File: src/rtl/ifetch_unit.sv
// Instruction fetch unit: one outstanding imem request at a time. It holds the
// PC until decode accepts each word, and it turns a redirect or a timeout into a clean refetch.
module ifetch_unit #(
  parameter logic [31:0] RESET_ADDR = 32'h0000_3000,
  parameter logic [7:0]  TIMEOUT    = 8'd255
) (
  input  logic        clk,
  input  logic        rst,
  input  logic [31:0] pc_value,
  input  logic        flush,
  output logic        pc_stall,
  output logic        imem_req,
  output logic [31:0] imem_addr,
  input  logic        imem_gnt,
  input  logic        imem_rvalid,
  input  logic [31:0] imem_rdata,
  output logic        inst_valid,
  output logic [31:0] inst,
  output logic [31:0] inst_pc,
  output logic        inst_err,
  input  logic        inst_ready
);

  localparam logic [1:0] S_IDLE = 2'd0;
  localparam logic [1:0] S_REQ  = 2'd1;
  localparam logic [1:0] S_WAIT = 2'd2;
  localparam logic [1:0] S_HOLD = 2'd3;

  logic [1:0]  state;
  logic        drop_q;
  logic [7:0]  cnt;
  logic [31:0] addr_q;
  logic [31:0] inst_q;
  logic [31:0] inst_pc_q;
  logic        err_q;
  logic        timeout_hit;

  // cnt holds the number of WAIT cycles already spent, so the TIMEOUT-th WAIT cycle gives up
  assign timeout_hit = (cnt == (TIMEOUT - 8'd1));

  always_ff @(posedge clk) begin
    if (rst) begin
      state     <= S_IDLE;
      drop_q    <= 1'b0;
      cnt       <= 8'd0;
      addr_q    <= RESET_ADDR;
      inst_q    <= 32'h0;
      inst_pc_q <= RESET_ADDR;
      err_q     <= 1'b0;
    end else begin
      case (state)
        S_IDLE: begin
          addr_q <= pc_value;
          // A flush here means pc_value is stale; wait one cycle for the redirected PC
          if (!flush) begin
            if (pc_value[1:0] != 2'b00) begin
              state     <= S_HOLD;
              inst_q    <= 32'h0;
              err_q     <= 1'b1;
              inst_pc_q <= pc_value;
            end else begin
              state <= S_REQ;
            end
          end
        end
        S_REQ: begin
          if (imem_gnt) begin
            state  <= S_WAIT;
            cnt    <= 8'd0;
            drop_q <= flush;
          end else if (flush) begin
            state <= S_IDLE;
          end
        end
        S_WAIT: begin
          cnt <= cnt + 8'd1;
          if (imem_rvalid || timeout_hit) begin
            if (drop_q || flush) begin
              state  <= S_IDLE;
              drop_q <= 1'b0;
            end else begin
              state     <= S_HOLD;
              inst_q    <= imem_rvalid ? imem_rdata : 32'h0;
              err_q     <= !imem_rvalid;
              inst_pc_q <= addr_q;
            end
          end else if (flush) begin
            drop_q <= 1'b1;
          end
        end
        S_HOLD: begin
          if (flush || inst_ready) begin
            state <= S_IDLE;
          end
        end
        default: state <= S_IDLE;
      endcase
    end
  end

  assign imem_req   = (state == S_REQ);
  assign imem_addr  = addr_q;
  assign inst_valid = (state == S_HOLD);
  assign inst       = inst_q;
  assign inst_pc    = inst_pc_q;
  assign inst_err   = err_q;
  assign pc_stall   = !((state == S_HOLD) && inst_ready && !flush);

endmodule

File: config.mk
export PLATFORM = sky130hd
export DESIGN_NAME = ifetch_unit
export DESIGN_NICKNAME = d
export VERILOG_FILES = /design/src/rtl/ifetch_unit.sv
export SDC_FILE = /design/constraint.sdc
export NUM_CORES = 1
export LEC_CHECK = 0
export ABC_AREA = 1
export CAP_MARGIN = 0
export CORE_MARGIN = 1.5
export CORE_UTILIZATION = 42
export DETAILED_ROUTE_END_ITERATION = 8
export GPL_ROUTABILITY_DRIVEN = 1
export PLACE_DENSITY_LB_ADDON = 0.3
export SYNTH_ARGS = -nofsm -noshare
export SYNTH_HDL_FRONTEND = slang
export SYNTH_SLANG_ARGS = --single-unit
File: constraint.sdc
create_clock -name clk -period 3.5 [get_ports clk]
set_input_delay 0.7 -clock clk [delete_from_list [all_inputs] [get_ports clk]]
set_output_delay 0.7 -clock clk [all_outputs]
set_load 0.05 [all_outputs]
==> qor.txt, run 1 <==
status = completed
commonest non-fill, non-tap cell in the layout = clkdlybuf4s50_1
most frequent cells in the layout = clkdlybuf4s50_1 (169), nor2_1 (166), nand2_1 (157)
Synth Area in Simple Gates = 31.6%
cts hold-fix bufs = 0
drt initial violations = 231
Total Power = 5.95 mW
Max Root-Sink Buffers = 2
RePlAce Congestion = 0.797
main combinational cell family by area after synthesis = simple AND/OR/NAND/NOR gates
top_reg_cell synth = dfxtp_1
CP top delay family = buffers and inverters
Slew HR = 26.3%
fin nets = 877
Synth top area share = 47.2%
xor/xnor share of the synthesized area = 0%
Die Y-Extent = 107 µm
Least-Margin Pin Slew = 1.10 ns
Routed Antenna Nets = 0
mux cell area share after synthesis = 0%
Seq/Total Area, Yosys = 47.2%
setup tns final = 0 ns
CP peak stage delay = 0.80 ns
#FFs+latches synth = 108
Compound-Gate Fraction of Synth Area = 13.8%
Syn Nets = 732
H-tree levels = 3
PostCTS Resize Cnt = 0
worst hold path type = reg2reg
ys async rst share = 0%
Post-Synth Adder-Cell Area = 0.547%
Worst Setup Start Kind = primary input
routed len/inst = 13.4 µm
RSZ-0062 raised after global routing = no
final period utilization = 83.6%
# DRC = 0
VDD IR-drop max = 0.632 mV
synth top area cells = dfxtp_1 (47%), nor2_1 (14%), nand2_1 (13%)
Crit Path Category = in2out
Worst path slowest cell = clkdlybuf4s50_1
HPWL Detailed = 8.49 mm
DIE AREA = 0.0115 mm²
layout cells sized above 1 = 4.44%
Site Rows = 37
fmax = 0.342 GHz
CTS root buffer = clkbuf_8
final hold violations = 0
cts bufs inserted = 9
Mapped Area = 0.00458 mm²
CTS tree = done
Critical Path RT = 2.80 ns
I/O Buffers = 169
clock skew = 0.0128 ns
DRT Pass-1 Iters = 5
minimum clock period = 2.93 ns
Setup Buffers After CTS = 0
WL met2 = 6.07 mm
largest net degree at the start of global routing = 65
Reg clk slew, reported paths = 0.10 ns
CTS Sinks = 108
post-synth top area cell = dfxtp_1
Setup Viol. Count Final = 0
placed cell areas = 0.00629 mm²
Routed met1 length = 5.38 mm
Power Density = 912 mW/mm²
die width = 107 µm
Synth Instances = 660
Max-Cap Viols = 0
number of library cell types mapped by synthesis = 28
Critical Path AT = 2.23 ns
Area growth syn-to-layout = 42.6%
n_diodes = 0
WL met3 = 913 µm
Top-Level Pins = 170
FILL cells = 970
EDFF count, synth = 0
LEAKAGE = 2.65 nW
most used cell along the critical path = clkdlybuf4s50_1
drt via density = 4.95
pre-CTS setup slack = 0.576 ns
vias = 4679
initial antenna violation count = 0
Worst Setup End Kind = output pin
Total Wirelength = 12.7 mm
Avg Cell Area, Syn = 6.93 µm²
Bufs and invs on worst path = 3
Initial Util = 43.7%
Top Layer Used = met4
CP Max Fanout = 5
vias in the first global route = 4294
GRT Total Usage = 21.9%
final worst setup slack = 0.574 ns
first-pass GRT wire length = 20.4 mm
fin area = 0.00653 mm²
synth warn = 0
CP cell instances = clkdlybuf4s50_1 -> inv_1 -> nand3_1 -> clkdlybuf4s50_1
Final Max Slew Viols = 0
Clk Latency, worst-skew pair = 0.36 ns
Core Box Area = 0.0105 mm²
grt total ovfl = 0
==> worst register-to-register path: cells and delay by family (launching register included) <==
family	cells	cell delay, ns
AO/OA/AOI/OAI	1	0.19
buffers and inverters	2	0.52
AND/OR/NAND/NOR	3	1.11
flip-flops	1	0.43
==> layer usage <==
metal | up-vias | GRT usage, %
li1 | 2384 | -
met1 | 2097 | 27.1
met2 | 176 | 37.7
met3 | 22 | 4.06
met4 | 0 | 8.46
met5 | - | 0
==> registers in the layout, indices dropped and copies added (netlist names) <==
name / count
cnt: 8
drop_q: 1
imem_addr: 32
inst: 32
inst_err: 1
inst_pc: 32
state: 2
==> area by class of cell <==
cell class | count | area [µm²] | area share (%)
clock inverters | 7 | 109 | 1.67
repair buffers | 176 | 1770 | 27.1
flip-flops and latches | 108 | 2160 | 33.1
multi-input cells | 487 | 2110 | 32.3
clock buffers | 9 | 124 | 1.90
well taps | 136 | 170 | 2.61
inverters | 23 | 86.3 | 1.32
==> worst paths after layout <==
| path | startpoint | end | slack, ns | cells past startpoint |
|---|---|---|---|---|
| worst max-delay path | flush | pc_stall | 0.57 | 4 |
| worst min-delay path | inst[16] | inst[16] | 0.47 | 2 |
| worst max register to register | state[1] | inst[9] | 1.17 | 6 |
| worst min register to register | inst[16] | inst[16] | 0.47 | 2 |
==> report_power, final <==
group	switching (mW)	leakage [nW]	internal, mW
Clock	0.441	0.117	0.417
Sequential	0.219	0.890	1.59
Combinational	2.28	1.64	0.999
==> metrics by stage <==
stage                     hold WS [ns]  util, %  cells
after floorplan                  0.438        -    660
after global placement           0.449     60.2    930
after detailed placement         0.456     60.2    930
after CTS                        0.471     62.4    946
after global routing             0.496     62.4    946
final                            0.468     62.4    946
==> cell usage after synthesis, types with 3 or more instances <==
cell type and n:
nor2_1 166, nand2_1 157, dfxtp_1 108, o21ai_0 52
a21oi_1 31, o21ai_1 31, clkbuf_1 27, nand3_1 27
inv_1 20, buf_6 6, buf_2 4, buf_4 4
inv_2 3, nand2_2 3, nand4_1 3, o22ai_1 3
==> cell families after synthesis <==
logic type | Yosys count
AOI/OAI and AO/OA | 122
adders and majority gates | 2
buffers and inverters | 65
DFF | 108
and+or+nand+nor | 363
No activity file was read; power rests on OpenSTA's default activity.
==> inputs of run 2 (changes only) <==
--- a/config.mk
+++ b/config.mk
@@ -8,7 +8,7 @@
 export ABC_AREA = 1
 export CAP_MARGIN = 0
 export CORE_MARGIN = 1.5
-export CORE_UTILIZATION = 42
+export CORE_UTILIZATION = 40
 export DETAILED_ROUTE_END_ITERATION = 8
 export GPL_ROUTABILITY_DRIVEN = 1
 export PLACE_DENSITY_LB_ADDON = 0.3
==> constraint.sdc (replaced) <==
create_clock -name clk -period 2.49 [get_ports clk]
set_input_delay 0.498 -clock clk [delete_from_list [all_inputs] [get_ports clk]]
set_output_delay 0.498 -clock clk [all_outputs]
set_load 0.05 [all_outputs]
==> run 2 against run 1 <==
Power rose by 49%. Die area rose by 4.9%. Non-clock buffer count rose by 7. Register-to-register slack got worse by 0.58 ns. Clock skew fell by 0.0069 ns. Core utilization fell by 1.3 points.
==> qor.txt, run 2 (synthesis gave the netlist of run 1 again) <==
placed cell areas = 0.00637 mm² (+1.3%)
Least-Margin Pin Slew = 0.548 ns (-0.557 ns)
fin nets = 884 (+0.80%)
DRT Pass-1 Iters = 5 (unchanged)
Max-Cap Viols = 0 (unchanged)
final hold violations = 0 (unchanged)
vias in the first global route = 4462 (+3.9%)
CP top delay family = buffers and inverters
Worst Setup End Kind = output pin
cts hold-fix bufs = 0 (unchanged)
minimum clock period = 2.35 ns
Setup Buffers After CTS = 0 (unchanged)
Final Max Slew Viols = 0 (unchanged)
I/O Buffers = 169 (unchanged)
Core Box Area = 0.0110 mm² (+5.0%)
status = completed
setup tns final = 0 ns (unchanged)
Critical Path AT = 1.85 ns (-0.38 ns)
Max Root-Sink Buffers = 2 (unchanged)
Die Y-Extent = 110 µm (+2.4%)
RSZ-0062 raised after global routing = no
Critical Path RT = 1.99 ns (-0.81 ns)
CP peak stage delay = 0.80 ns (about the same)
CP cell instances = nand2_1 -> inv_1 -> clkdlybuf4s50_1
Initial Util = 41.7% (-2.1 points)
pre-CTS setup slack = 0.235 ns (-0.342 ns)
# DRC = 0 (unchanged)
commonest non-fill, non-tap cell in the layout = clkdlybuf4s50_1
post-layout util = 61.1% (-1.3 points)
n_diodes = 0 (unchanged)
fmax = 0.425 GHz
drt initial violations = 220 (-4.8%)
LEAKAGE = 2.74 nW (+3.4%)
DIE AREA = 0.0121 mm² (+4.9%)
HPWL Detailed = 9.12 mm (+7.4%)
Clk Latency, worst-skew pair = 0.34 ns (-0.02 ns)
Site Rows = 38 (+2.7%)
CP Max Fanout = 5 (unchanged)
H-tree levels = 3 (unchanged)
Worst path slowest cell = clkdlybuf4s50_1
Top-Level Pins = 170 (unchanged)
Slew HR = 63.3% (+37 points)
worst hold path type = reg2reg
Crit Path Category = reg2out
VDD IR-drop max = 0.778 mV (+23%)
CTS tree = done
Total Power = 8.86 mW (+49%)
clock skew = 0.00586 ns (-0.00691 ns)
cts bufs inserted = 9 (unchanged)
drt via density = 4.95 (about the same)
CTS root buffer = clkbuf_16
Worst Setup Start Kind = register
first-pass GRT wire length = 21.2 mm (+3.7%)
grt total ovfl = 0 (unchanged)
Area growth syn-to-layout = 46.6%
Power Density = 1320 mW/mm² (+45%)
Routed Antenna Nets = 0 (unchanged)
most frequent cells in the layout = clkdlybuf4s50_1 (168), nor2_1 (166), nand2_1 (157)
Reg clk slew, reported paths = 0.07 ns (-0.03 ns)
die width = 110 µm (+2.4%)
Setup Viol. Count Final = 0 (unchanged)
routed len/inst = 14.0 µm (+4.6%)
PostCTS Resize Cnt = 0 (unchanged)
layout cells sized above 1 = 5.26% (+0.82 points)
initial antenna violation count = 0 (unchanged)
Bufs and invs on worst path = 2 (-1)
RePlAce Congestion = 0.841 (+5.5%)
final worst setup slack = 0.139 ns (-0.435 ns)
fin area = 0.00671 mm² (+2.8%)
final period utilization = 94.4%
CTS Sinks = 108 (unchanged)
largest net degree at the start of global routing = 70 (+7.7%)
vias = 4735 (+1.2%)
GRT Total Usage = 22.6% (+0.70 points)
Total Wirelength = 13.4 mm (+5.8%)
[run 2: changes by cell type in the layout (fill, tap and decap cells not counted)]
cell and change:
clkinvlp_4 +1, buf_4 +6, clkbuf_8 -6, clkdlybuf4s50_1 -1, clkinv_4 -3, clkbuf_16 +9, clkbuf_1 +1, buf_12 +2
inv_8 -2
[run 2: path summary, 6_finish.rpt]
kind	start	end	slack, ns	depth (start not counted)
worst max-delay path	state[0]	inst_valid	0.14	3
worst max register to register	state[1]	inst[26]	0.59	8
worst min register to register	cnt[7]	cnt[7]	0.46	2
worst min-delay path	cnt[7]	cnt[7]	0.46	2
[run 2: worst reg2reg max path, delay by kind of cell (launching register included)]
family	cells	cell delay [ns]
flops	1	0.43
compound gates	1	0.16
simple gates	4	0.53
buf+inv	3	0.69
[run 2: power breakdown]
part	leakage, nW	total, mW	switching, mW	internal [mW]
registers	0.890	2.56	0.327	2.24
logic	1.69	4.71	3.24	1.47
clock network	0.162	1.59	0.625	0.965
[run 2: cell type report]
| class | count | area (µm²) |
|---|---|---|
| Tap cell | 140 | 175 |
| Timing Repair Buffer | 183 | 1840 |
| Sequential cell | 108 | 2160 |
| Inverter | 23 | 86.3 |
| Fill cell | 1023 | 4270 |
| Clock buffer | 13 | 270 |
| Multi-Input combinational cell | 487 | 2110 |
| Clock inverter | 3 | 67.6 |
[run 2: per-stage QoR]
| stage | instances | hold WS, ns |
|---|---|---|
| floorplan | 660 | 0.438 |
| global placement | 941 | 0.448 |
| detailed placement | 941 | 0.456 |
| CTS | 957 | 0.466 |
| global route | 957 | 0.476 |
| finish | 957 | 0.463 |
[run 2: per-layer routing]
layer	wire length [µm]	vias to the layer above	GRT usage [%]	share of wire (%)
met5	0	-	0	0
met4	198	0	8.35	1.5
met3	1150	16	6.23	8.6
met2	6430	175	39.0	48
met1	5610	2138	26.8	42
li1	-	2406	-	-
